===== config.mk =====
export PLATFORM = sky130hd
export DESIGN_NAME = pipe_hazard_ctrl
export DESIGN_NICKNAME = d
export VERILOG_FILES = /design/src/rtl/pipe_hazard_ctrl.sv
export SDC_FILE = /design/constraint.sdc
export NUM_CORES = 1
export LEC_CHECK = 0
export CAP_MARGIN = 20
export CORE_MARGIN = 2
export CORE_UTILIZATION = 41
export DETAILED_ROUTE_END_ITERATION = 8
export PLACE_DENSITY_LB_ADDON = 0.12
export SLEW_MARGIN = 10
export SYNTH_ARGS = -nofsm -noshare
export SYNTH_HDL_FRONTEND = slang
export SYNTH_SLANG_ARGS = --single-unit

===== constraint.sdc =====
create_clock -name clk -period 2.5 [get_ports clk]
set_clock_uncertainty 0.1 [all_clocks]
set_input_delay 0.5 -clock clk [delete_from_list [all_inputs] [get_ports clk]]
set_output_delay 0.5 -clock clk [all_outputs]
set_load 0.01 [all_outputs]

===== src/rtl/pipe_hazard_ctrl.sv =====
// pipe_hazard_ctrl: load-use / mult-div stall, wrong-path flush, ID operand forwarding
// and latency sequencing of the shared iterative mult/div unit.
module pipe_hazard_ctrl #(
    parameter int MD_LAT = 32
) (
    input  logic       clk,
    input  logic       clrn,
    input  logic [4:0] id_rs,
    input  logic [4:0] id_rt,
    input  logic       id_use_rs,
    input  logic       id_use_rt,
    input  logic       id_is_md,
    input  logic       id_rd_hilo,
    input  logic       id_branch_taken,
    input  logic       exe_wreg,
    input  logic       exe_m2reg,
    input  logic [4:0] exe_rn,
    input  logic       mem_wreg,
    input  logic       mem_m2reg,
    input  logic [4:0] mem_rn,
    output logic       stall,
    output logic       bubble,
    output logic       flush,
    output logic [1:0] fwd_a,
    output logic [1:0] fwd_b,
    output logic       md_start,
    output logic       md_busy,
    output logic       md_done
);
    typedef enum logic {IDLE, RUN} state_t;
    state_t     state;
    logic [7:0] cnt;
    logic       lu, mdh;

    // A load in EXE is not forwardable; it falls through to the MEM check and stalls instead.
    function automatic logic [1:0] fwd_sel(input logic use_src, input logic [4:0] src);
        return (!use_src || src == 5'd0) ? 2'd0 :
               (exe_wreg && !exe_m2reg && exe_rn == src) ? 2'd1 :
               (mem_wreg && mem_rn == src) ? (mem_m2reg ? 2'd3 : 2'd2) : 2'd0;
    endfunction

    always_comb begin
        fwd_a    = fwd_sel(id_use_rs, id_rs);
        fwd_b    = fwd_sel(id_use_rt, id_rt);
        lu       = exe_wreg && exe_m2reg &&
                   ((id_use_rs && id_rs != 5'd0 && exe_rn == id_rs) ||
                    (id_use_rt && id_rt != 5'd0 && exe_rn == id_rt));
        mdh      = md_busy && (id_is_md || id_rd_hilo);
        stall    = lu || mdh;
        bubble   = stall;
        flush    = id_branch_taken && !stall;
        md_start = (state == IDLE) && id_is_md && !stall;
    end

    // cnt counts down to 1; md_done is registered so it lands in the first IDLE cycle.
    always_ff @(posedge clk or negedge clrn) begin
        if (!clrn) begin
            state   <= IDLE;
            cnt     <= 8'd0;
            md_busy <= 1'b0;
            md_done <= 1'b0;
        end else begin
            md_done <= 1'b0;
            if (state == IDLE) begin
                if (md_start) begin
                    state   <= RUN;
                    cnt     <= 8'(MD_LAT - 1);
                    md_busy <= 1'b1;
                end
            end else begin
                cnt <= cnt - 8'd1;
                if (cnt == 8'd1) begin
                    state   <= IDLE;
                    md_busy <= 1'b0;
                    md_done <= 1'b1;
                end
            end
        end
    end
endmodule

# Yosys cells after proc, flatten, opt, wreduce, memory -nomap -nowiden
# Index checks and enable logic that the tools add are counted.
# Widths: inputs -> output; s select.
# word_totals
ramBits	0
memories	0
rom_bits	0
latch_bits	0
reg_bits	11
out_inout_bits	10
# op_classes
n_eq_ne	6
n_shift	0
n_div	0
magnitude_cmp	0
n_mux	17
multipliers	0
n_bitwise	1
reduce_logical	30
addsub	1
# ops
operator	n
$eq 5x5->1	4
$mux 8	2
$logic_and 1x1->1	15
$mux 2	6
$logic_not 5->1	2
$reduce_bool 5->1	2
$mux 1	9
$eq 8x1->1 const B	1
$sub 8x1->8 const B	1
$logic_or 1x1->1	5
$logic_not 1->1	4
$ne 2x1->1 const B	1
$reduce_and 2->1	1
$reduce_bool 2->1	1
$not 1->1	1

# Longest topological paths before layout
# Gate-level depths: netlist of run 1.
# logic_depth
ltp_word	10
ltp_mapped	7

# Worst setup path before layout of run 1
# No wires, ideal clock.
# synth_timing
path_kind	input-to-output
startpoint	input port id_rt[1]
endpoint	output port stall
arrival_ns	1.932
path_buffers	1
slack_ns	-0.032
stages	6
path_cell_list	or4_1 > o21a_1 > and3_4 > a21oi_1 > nand2_1 > buf_4
# synth_between
elab_chain_cells	6
word_cells_on_any_way	7
# synth_rtl
item	line_no	rtl
start, declared	9	input logic [4:0] id_rt,
$reduce_bool 5->1	47	(id_use_rt && id_rt != 5'd0 && exe_rn == id_rt));
$logic_and 1x1->1	47	
$logic_and 1x1->1 (*)	47	
$logic_or 1x1->1 (*)	46	((id_use_rs && id_rs != 5'd0 && exe_rn == id_rs) ||
$logic_and 1x1->1 (*)	45	lu = exe_wreg && exe_m2reg &&
$logic_or 1x1->1 (*)	49	stall = lu || mdh;
end, declared	21	output logic stall,
# Mark *: on every way between the ends. The rest lies on a longest branch, timed or not.

# Worst setup path after layout of run 1
# layout_timing
startpoint	input port id_rt[3]
endpoint	output port md_start
# layout_between
elab_chain_cells	8
word_cells_on_any_way	9
# layout_rtl
item	line_no	rtl
$reduce_bool 5->1	47	
$logic_and 1x1->1	47	
$logic_and 1x1->1 (*)	47	
$logic_or 1x1->1 (*)	46	
$logic_and 1x1->1 (*)	45	
$logic_or 1x1->1 (*)	49	
$logic_not 1->1 (*)	52	md_start = (state == IDLE) && id_is_md && !stall;
$logic_and 1x1->1 (*)	52	
end, declared	26	output logic md_start,
# Marked as above.

==> results of run 1 <==
Yosys cell counts (all sizes together):
library cell and n:
nor2b 2, and3 3, nand3 3, o21a 1, nand3b 1, xnor2 15, a2111oi 1, a32o 1
or4 2, o2bb2ai 1, dfrtp 11, nor2 8, a211oi 1, a21o 1, buf 1, ha 2
nand4 1, inv 4, nor4 4, nor3 4, o21ai 6, or3b 1, nand2b 3, xor2 11
nand2 12, and2 1, a21oi 1, a41o 1
sequential cells by signal (all words and copies together) (netlist names):
name and count:
state 1, cnt 8, md_done 1, md_busy 1
through the flow:
| step | util (%) | setup TNS, ns | instances |
|---|---|---|---|
| after CTS | 77.85 | -0.1857 | 200 |
| final | 77.91 | -0.1180 | 201 |
| after detailed placement | 74.88 | -7.168 | 194 |
| after global routing | 77.91 | -0.2169 | 201 |
| after floorplan | - | -0.03201 | 103 |
| after global placement | 74.88 | -6.881 | 194 |
critical path: stages:
cell	delay, ns
buf_6	0.09
or4_4	0.53
o21a_1	0.20
and3_4	0.17
a2111oi_4	0.32
buf_2	0.19
power breakdown:
group          switching, mW  internal, mW
registers                  0         0.178
logic                 0.0653        0.0879
clock network         0.0574        0.0617
total                  0.123         0.328
what timing repair did:
action                                  4_1_cts  5_1_grt
cloned                                        0        0
setup buffers                                 2        1
endpoints found under the setup margin        8        7
pin swaps                                    16        9
gates resized for setup                      87        4
area by class of cell:
class	instances	area share, %
multi-input cells	87	43.21
repair buffers	68	34.55
flip-flops and latches	11	17.47
well taps	27	2.145
clock buffers	4	1.668
inverters	4	0.9531
layer usage:
metal  routed length (µm)  vias to the layer above  global-route usage (%)
met4                   17                        0                   2.703
met1                 1211                      470                   29.37
met5                    0                        -                       0
met3                  117                        4                   4.386
li1                     -                      498                       -
met2                 1361                       36                   41.89
how the worst min path moves through the flow:
| stage | slack, ns | cells past startpoint | to | startpoint |
|---|---|---|---|---|
| floorplan | 0.10 | 0 | cnt[0] | clrn |
| global placement | 0.43 | 2 | cnt[7] | cnt[7] |
| finish | 0.45 | 2 | cnt[1] | cnt[1] |
| detailed placement | 0.44 | 2 | cnt[1] | cnt[1] |
| CTS | 0.46 | 2 | cnt[1] | cnt[1] |
| global route | 0.49 | 2 | cnt[6] | cnt[6] |
kinds of logic (layout without fill, tap and decap cells):
logic type,count (synthesis),in the layout,synth area share (%)
DFF,11,11,30.60
xor gates and xnor gates,26,26,25.31
adders and majority gates,2,2,2.781
AOI/OAI and AO/OA,14,14,12.80
and+or+nand+nor,45,45,26.01
buffers and inverters,5,76,2.503
==> impl_metrics.py, run 1 <==
metrics = {
    "outcome": {
        "outcome": "finished, violations left",
        "violations": "setup timing",
    },
    "global_routing": {
        "track_usage_pct": 23.13,
        "grt_max_degree": 12,
        "grt-ovfl-total": 0,
        "antenna_found_initial": 0,
        "grt_first_pass_wirelength_um": 4457,
        "grt_pass1_vias": 1021,
    },
    "placed_design": {
        "port_buffers": 40,
        "dpl-instance-area_um2": 1514,
        "place_congestion": 0.8487,
        "dp_slack_ns": -0.9177,
        "dp_hpwl_um": 2207,
    },
    "synthesis": {
        "ys_ff_latch": 11,
        "ys_types": 29,
        "yosysTopAreaCellShare_pct": 30.60,
        "synth_area_leader_cell": "dfrtp_1",
        "ys_seq_area_share_pct": 30.60,
        "synth_cells": 103,
        "syn_nets": 136,
        "synth.cell_area_um2": 899.6,
        "ys_warn_count": 0,
        "synth_area_leaders": "dfrtp_1, xnor2_1, xor2_1, nand2_1, o21ai_0",
        "postSynthAreaPerCell_um2": 8.734,
    },
    "sta": {
        "hold_viol_final": 0,
        "slew_headroom_pct": 59.08,
        "max_freq_ghz": 0.3841,
        "finalSetupViolCount": 2,
        "setup_ws_ns": -0.1035,
        "finalMaxSlewViolations": 0,
        "finalCritPeriodShare_pct": 104.1,
        "fin_crit_ns": 2.604,
        "holdWs_ns": 0.4542,
        "rsz0062_at_grt": "yes",
        "tightest_slew_ns": 0.6082,
    },
    "setup_path": {
        "worstReg2RegEnd": "cnt[2]",
        "endpoint": "md_start",
        "r2r_cells": 6,
        "worst_setup_path_end_kind": "primary output",
        "timing.critical_path.from": "id_rt[3]",
        "startpoint_type": "input port",
        "r2r_start": "state",
        "crit_fanout": 2,
        "reg2reg_setup_slack_ns": 0.90,
        "crit_required_ns": 1.90,
        "cp.arrival_ns": 2.00,
        "crit_type": "in2out",
    },
    "drt": {
        "drcViolationCount": 0,
        "firstDrtPassIters": 4,
        "ant_nets": 0,
        "via_count": 1008,
        "via_per_inst": 5.015,
        "drt_wl_total_um": 2707,
        "wl_per_cell_um": 13.47,
        "drtIter0Drc": 7,
    },
    "clock_tree": {
        "clk_pin_slew_ns": 0.06,
        "clkSinkCount": 11,
        "tritoncts": "done",
        "hold_buffers": 0,
        "worstSkewPairLatency_ns": 0.27,
        "cts_buffers": 3,
        "cts_buffer_depth": 2,
        "root_buffer": "clkbuf_4",
        "htreeDepth": 1,
    },
    "cells_and_area": {
        "fin_area_um2": 1575,
        "drive_gt1_share_pct": 34.48,
        "seqCellArea_um2": 275.3,
        "fillers": 149,
        "layout_common_cells": "buf_4, xnor2_1, dlygate4sd2_1",
        "syn_to_final_growth_pct": 75.10,
        "layout_commonest_cell": "buf_4",
        "layout.nets": 208,
        "multi_input_area_um2": 680.7,
        "antenna_cells": 0,
    },
    "die": {
        "start_util_pct": 44.49,
        "io_pins": 41,
        "num_rows": 16,
        "die_w_um": 50.84,
        "die_height_um": 50.84,
        "core_um2": 2022,
        "dieArea_um2": 2585,
    },
    "run": {
        "drv_cap": 0,
    },
    "power": {
        "powerDensity_nw_per_um2": 285.8,
        "finalPower_mw": 0.4503,
        "ir_drop_uv": 425.0,
        "power.leakage_nw": 0.6903,
    },
    "min_path": {
        "hp-class": "reg2reg",
    },
}
No activity file was read; power rests on OpenSTA's default activity.
==> inputs of run 2 (changes only) <==
- PLACE_DENSITY: not set -> 0.85
- PLACE_DENSITY_LB_ADDON: 0.12 -> not set
==> run 2 against run 1 <==
  * The flow still finishes with violations (setup timing)
  * Worst hold slack got worse by 0.0022 ns
  * Critical path depth did not move
  * Total power is 3.8% higher
  * Utilization up 2.4 points
  * Die area did not move
  * Critical endpoint unchanged
  * Largest cell class unchanged
  * Sequential cell count unchanged
  * Largest power group unchanged
  * Combinational power up 9.8%
==> impl_metrics.py, run 2 (synthesis gave the netlist of run 1 again) <==
metrics = {
    "clock_tree": {
        "tritoncts": "done",
        "root_buffer": "clkbuf_4",
        "worstSkewPairLatency_ns": 0.27,
        "cts_buffer_depth": 2,
        "cts_buffers": 3,
        "clk_pin_slew_ns": 0.06,
        "clkSinkCount": 11,
        "hold_buffers": 0,
        "htreeDepth": 1,
    },
    "die": {
        "start_util_pct": 44.49,
        "num_rows": 16,
        "io_pins": 41,
        "dieArea_um2": 2585,
        "die_height_um": 50.84,
        "die_w_um": 50.84,
        "core_um2": 2022,
    },
    "sta": {
        "finalCritPeriodShare_pct": 105.4,
        "hold_viol_final": 0,
        "finalSetupViolCount": 2,
        "slew_headroom_pct": 57.34,
        "fin_crit_ns": 2.635,
        "rsz0062_at_grt": "yes",
        "max_freq_ghz": 0.3795,
        "setup_ws_ns": -0.1351,
        "tightest_slew_ns": 0.6341,
        "finalMaxSlewViolations": 0,
    },
    "cells_and_area": {
        "antenna_cells": 0,
        "layout_common_cells": "buf_4, xnor2_1, nand2_1, dfrtp_1, dlygate4sd2_1",
        "top_register": "cnt",
        "fin_area_um2": 1623,
        "multi_input_area_um2": 706.9,
        "largest_reg_flops": 8,
        "layout_commonest_cell": "buf_4",
        "seqCellArea_um2": 275.3,
        "layout.nets": 209,
        "syn_to_final_growth_pct": 80.39,
        "drive_gt1_share_pct": 37.14,
        "fillers": 124,
    },
    "setup_path": {
        "critPathMaxStageDelay_ns": 0.54,
        "crit_fanout": 2,
        "cp.arrival_ns": 2.04,
        "path_buf_inv": 2,
        "cpLargestDelayFamily": "simple AND/OR/NAND/NOR gates",
        "r2r_start": "state",
        "startpoint_type": "input port",
        "worst_setup_path_end_kind": "primary output",
        "crit_required_ns": 1.90,
        "reg2reg_setup_slack_ns": 0.88,
        "crit_type": "in2out",
        "crit_slowest_cell": "or4_4",
        "timing.critical_path.from": "id_rt[4]",
        "timing.critical_path.cells": "buf_6 > or4_4 > o21a_1 > and3_4 > a2111oi_4 > buf_2",
    },
    "placed_design": {
        "place_congestion": 0.8095,
        "port_buffers": 40,
        "dpl-instance-area_um2": 1506,
        "dp_hpwl_um": 2412,
    },
    "drt": {
        "firstDrtPassIters": 4,
        "via_per_inst": 5.203,
        "ant_nets": 0,
        "drtIter0Drc": 27,
        "drcViolationCount": 0,
        "drt_wl_total_um": 3299,
        "wl_per_cell_um": 16.33,
        "via_count": 1051,
    },
    "outcome": {
        "outcome": "finished, violations left",
        "violations": "setup timing",
    },
    "min_path": {
        "holdCritStartpoint": "cnt[7]",
        "hp-class": "reg2reg",
    },
    "global_routing": {
        "grt-ovfl-total": 0,
        "grt_max_degree": 12,
        "track_usage_pct": 28.08,
        "grt_first_pass_wirelength_um": 5313,
        "grt_pass1_vias": 1132,
        "antenna_found_initial": 0,
    },
    "power": {
        "power.leakage_nw": 0.7223,
        "finalPower_mw": 0.4674,
        "powerDensity_nw_per_um2": 288.0,
        "ir_drop_uv": 279.0,
    },
    "run": {
        "drv_cap": 0,
    },
}
run 2: changes by cell type in the layout (fill, tap and decap cells not counted), moves of 2 or more:
cell and change:
buf_6 +4, clkdlybuf4s15_2 -2, dlygate4sd2_1 -3, dlymetal6s2s_1 +2
run 2: where the power goes:
| part | internal [mW] | switching (mW) | leakage (nW) |
|---|---|---|---|
| sequential | 0.178 | 0 | 0.112 |
| clock | 0.0617 | 0.0604 | 0.0150 |
| combinational | 0.0935 | 0.0741 | 0.595 |
run 2: per-layer routing:
metal	track usage [%]	up-vias	wire length, µm
met4	8.108	0	83
met2	52.85	38	1736
met3	4.678	8	130
li1	-	502	-
met1	32.40	503	1347
met5	0	-	0
run 2: worst reg2reg max path, stage by stage (launching register included):
cell	delay, ns
dfrtp_1	0.45
inv_1	0.11
nor4_1	0.50
nand2_1	0.14
xor2_1	0.17
nor2_1	0.05
run 2: cell type report:
cell class / count / share of cell area, %
repair buffers: 69 / 34.85
inverters: 4 / 0.9252
multi-input cells: 87 / 43.56
clock buffers: 4 / 1.619
flip-flops and latches: 11 / 16.96
well taps: 27 / 2.082
run 2: path summary, 6_finish.rpt:
path	cells after the start	to
max in group asynchronous	1	md_done
hold reg to reg	2	cnt[7]
min in group asynchronous	1	cnt[5]
hold / removal	2	cnt[7]
setup reg to reg	5	cnt[7]
setup / recovery	6	md_start
run 2: what timing repair did:
action / 4_1_cts / 5_1_grt
setup endpoints to repair: 8 / 8
pin swaps: 17 / 14
resized for setup: 92 / 12
gates cloned: 0 / 0
setup buffers: 4 / 2
run 2: through the flow:
| stage | std cells | setup WS (ns) | setup TNS [ns] | hold WS [ns] | utilization, % |
|---|---|---|---|---|---|
| after floorplan | 103 | -0.03201 | -0.03201 | 0.1044 | - |
| after global placement | 193 | -0.8891 | -6.843 | 0.4291 | 74.51 |
| after detailed placement | 193 | -0.9412 | -7.466 | 0.4356 | 74.51 |
| after CTS | 201 | -0.1661 | -0.2005 | 0.4558 | 78.40 |
| after global routing | 202 | -0.1699 | -0.3280 | 0.4908 | 80.26 |
| final | 202 | -0.1351 | -0.1986 | 0.4520 | 80.26 |
==> inputs of run 3 (changes only) <==
- REMOVE_ABC_BUFFERS: not set -> 1
==> run 3 against run 2 <==
  * The flow still finishes with violations (setup timing)
  * Global-route usage rose by 0.56 points
  * Cell area shrank 2.2%
  * Clock-buffer cell count did not move
  * Die area is the same
  * Fmax decreased by 0.82%
  * Final cell count is 1.5% lower
  * Sequential cell count stayed put
  * Non-clock buffer count is 3 lower
  * Utilization is 1.7 points lower
  * Sequential share of layout area rose by 0.37 points
  * Critical path depth stayed put
  * Register-to-register slack got worse by 0.13 ns
  * Largest cell class unchanged
  * Highest routed layer unchanged
==> impl_metrics.py, run 3 (synthesis gave the netlist of run 1 again) <==
metrics = {
    "power": {
        "clockPowerShare_pct": 26.8,
        "powerDensity_nw_per_um2": 295.1,
        "switching_share_pct": 30.10,
        "combPwrFrac_pct": 35.3,
        "finalPower_mw": 0.4686,
        "power.leakage_nw": 0.6948,
        "power_frac_seq_pct": 37.9,
        "intPower_mw": 0.3275,
        "p_switching_mw": 0.1411,
        "ir_drop_uv": 344.6,
    },
    "sta": {
        "tightest_slew_ns": 0.6037,
        "finalMaxSlewViolations": 0,
        "hold_viol_final": 0,
        "slew_headroom_pct": 59.38,
        "setup_ws_ns": -0.1568,
        "finalCritPeriodShare_pct": 106.3,
        "fin_setup_tns_ns": -0.3060,
        "rsz0062_at_grt": "yes",
        "max_freq_ghz": 0.3764,
        "fin_crit_ns": 2.657,
        "finalSetupViolCount": 7,
    },
    "cells_and_area": {
        "layout_common_cells": "buf_4, xnor2_1, xor2_1, dfrtp_1",
        "drive_gt1_share_pct": 37.79,
        "multi_input_area_um2": 711.9,
        "antenna_cells": 0,
        "top_register": "cnt",
        "fin_util_pct": 78.53,
        "largest_reg_flops": 8,
        "layout.nets": 206,
        "syn_to_final_growth_pct": 76.49,
        "fin_cells": 199,
        "fillers": 146,
        "seqCellArea_um2": 275.3,
        "layout_commonest_cell": "buf_4",
    },
    "global_routing": {
        "track_usage_pct": 28.64,
        "grt_max_degree": 12,
        "grt_pass1_vias": 1139,
        "grt_first_pass_wirelength_um": 5368,
        "grt-ovfl-total": 0,
        "antenna_found_initial": 0,
    },
    "drt": {
        "drcViolationCount": 0,
        "ant_nets": 0,
        "via_per_inst": 5.357,
        "via_count": 1066,
        "drtIter0Drc": 22,
        "wl_per_cell_um": 18.19,
        "drt_wl_total_um": 3619,
        "firstDrtPassIters": 4,
    },
    "placed_design": {
        "post-place-cells": 192,
        "dp_slack_ns": -0.9495,
        "dp_hpwl_um": 2432,
        "port_buffers": 40,
        "place_congestion": 0.8915,
    },
    "setup_path": {
        "path_buf_inv": 2,
        "crit_type": "in2out",
        "crit_slowest_cell": "or4_4",
        "cp.arrival_ns": 2.06,
        "reg2reg_setup_slack_ns": 0.75,
        "critPathMaxStageDelay_ns": 0.54,
        "crit_fanout": 2,
        "crit_required_ns": 1.90,
        "worstReg2RegEnd": "md_busy",
        "r2r_start": "cnt[3]",
        "worst_setup_path_end_kind": "primary output",
        "startpoint_type": "input port",
        "cpLargestDelayFamily": "simple AND/OR/NAND/NOR gates",
        "timing.critical_path.cells": "buf_6 > or4_4 > o21a_1 > and3_4 > a2111oi_4 > buf_2",
        "r2r_cells": 4,
    },
    "run": {
        "drv_cap": 0,
    },
    "min_path": {
        "hp-class": "in2async",
    },
    "die": {
        "start_util_pct": 44.49,
        "die_w_um": 50.84,
        "die_height_um": 50.84,
        "dieArea_um2": 2585,
        "num_rows": 16,
        "io_pins": 41,
        "core_um2": 2022,
    },
    "clock_tree": {
        "clkSinkCount": 11,
        "root_buffer": "clkbuf_4",
        "hold_buffers": 0,
        "htreeDepth": 1,
        "worstSkewPairLatency_ns": 0.28,
        "cts_buffer_depth": 2,
        "clk_pin_slew_ns": 0.07,
        "cts_buffers": 3,
        "tritoncts": "done",
    },
    "outcome": {
        "violations": "setup timing",
        "outcome": "finished, violations left",
    },
}
## run 3: changes by cell type in the layout (fill, tap and decap cells not counted), sizes merged
cell / before / now
buf: 43 / 38
clkbuf: 5 / 9
dlymetal6s2s: 3 / 1
clkdlybuf4s15: 1 / 2
dlygate4sd2: 11 / 10
## run 3: layout make-up
class	count	share of cell area (%)
Sequential cell	11	17.34
Multi-Input combinational cell	87	44.84
Clock buffer	4	1.655
Timing Repair Buffer	66	33.10
Tap cell	27	2.128
Inverter	4	0.9456
## run 3: worst max path at each step
stage                         from  slack, ns  endpoint  cells after the start
after global placement    id_rt[1]      -0.92  md_start                      6
final                     id_rt[4]      -0.16  md_start                      6
after floorplan           id_rt[1]      -0.03  md_start                      4
after global routing      id_rt[4]      -0.19  md_start                      6
after CTS                 id_rt[4]      -0.11  md_start                      6
after detailed placement  id_rt[1]      -0.95  md_start                      6
## run 3: metrics by stage
step / hold slack [ns] / instance area [µm²]
after CTS: 0.4606 / 1543
final: 0.4537 / 1588
after global routing: 0.4828 / 1588
after floorplan: 0.1044 / 892.1
after detailed placement: 0.4414 / 1499
after global placement: 0.4273 / 1499
## run 3: power by group through the flow
| stage | combinational (mW) | clock (mW) | sequential, mW |
|---|---|---|---|
| after floorplan | 0.0429 | 0 | 0.181 |
| after global placement | 0.143 | 0 | 0.181 |
| after detailed placement | 0.147 | 0 | 0.181 |
| after CTS | 0.147 | 0.127 | 0.178 |
| after global routing | 0.175 | 0.136 | 0.178 |
| final | 0.165 | 0.126 | 0.178 |
## run 3: worst reg2reg max path, stage by stage (launching register included)
cell and delay [ns]:
dfrtp_1 0.44, nor4_1 0.54, nand3_1 0.22, nor2_1 0.21
o2bb2ai_1 0.11
## run 3: layer usage
layer	track usage (%)	up-vias	part of all wire (%)
met5	0	-	0
met4	12.16	0	4.4
met3	3.509	18	5.0
met2	51.97	51	53
met1	33.89	501	38
li1	-	496	-
## run 3: timing repair
item	in CTS	in global routing
pin swaps	15	10
gates resized for setup	85	22
setup buffers	1	3
setup endpoints to repair	9	8
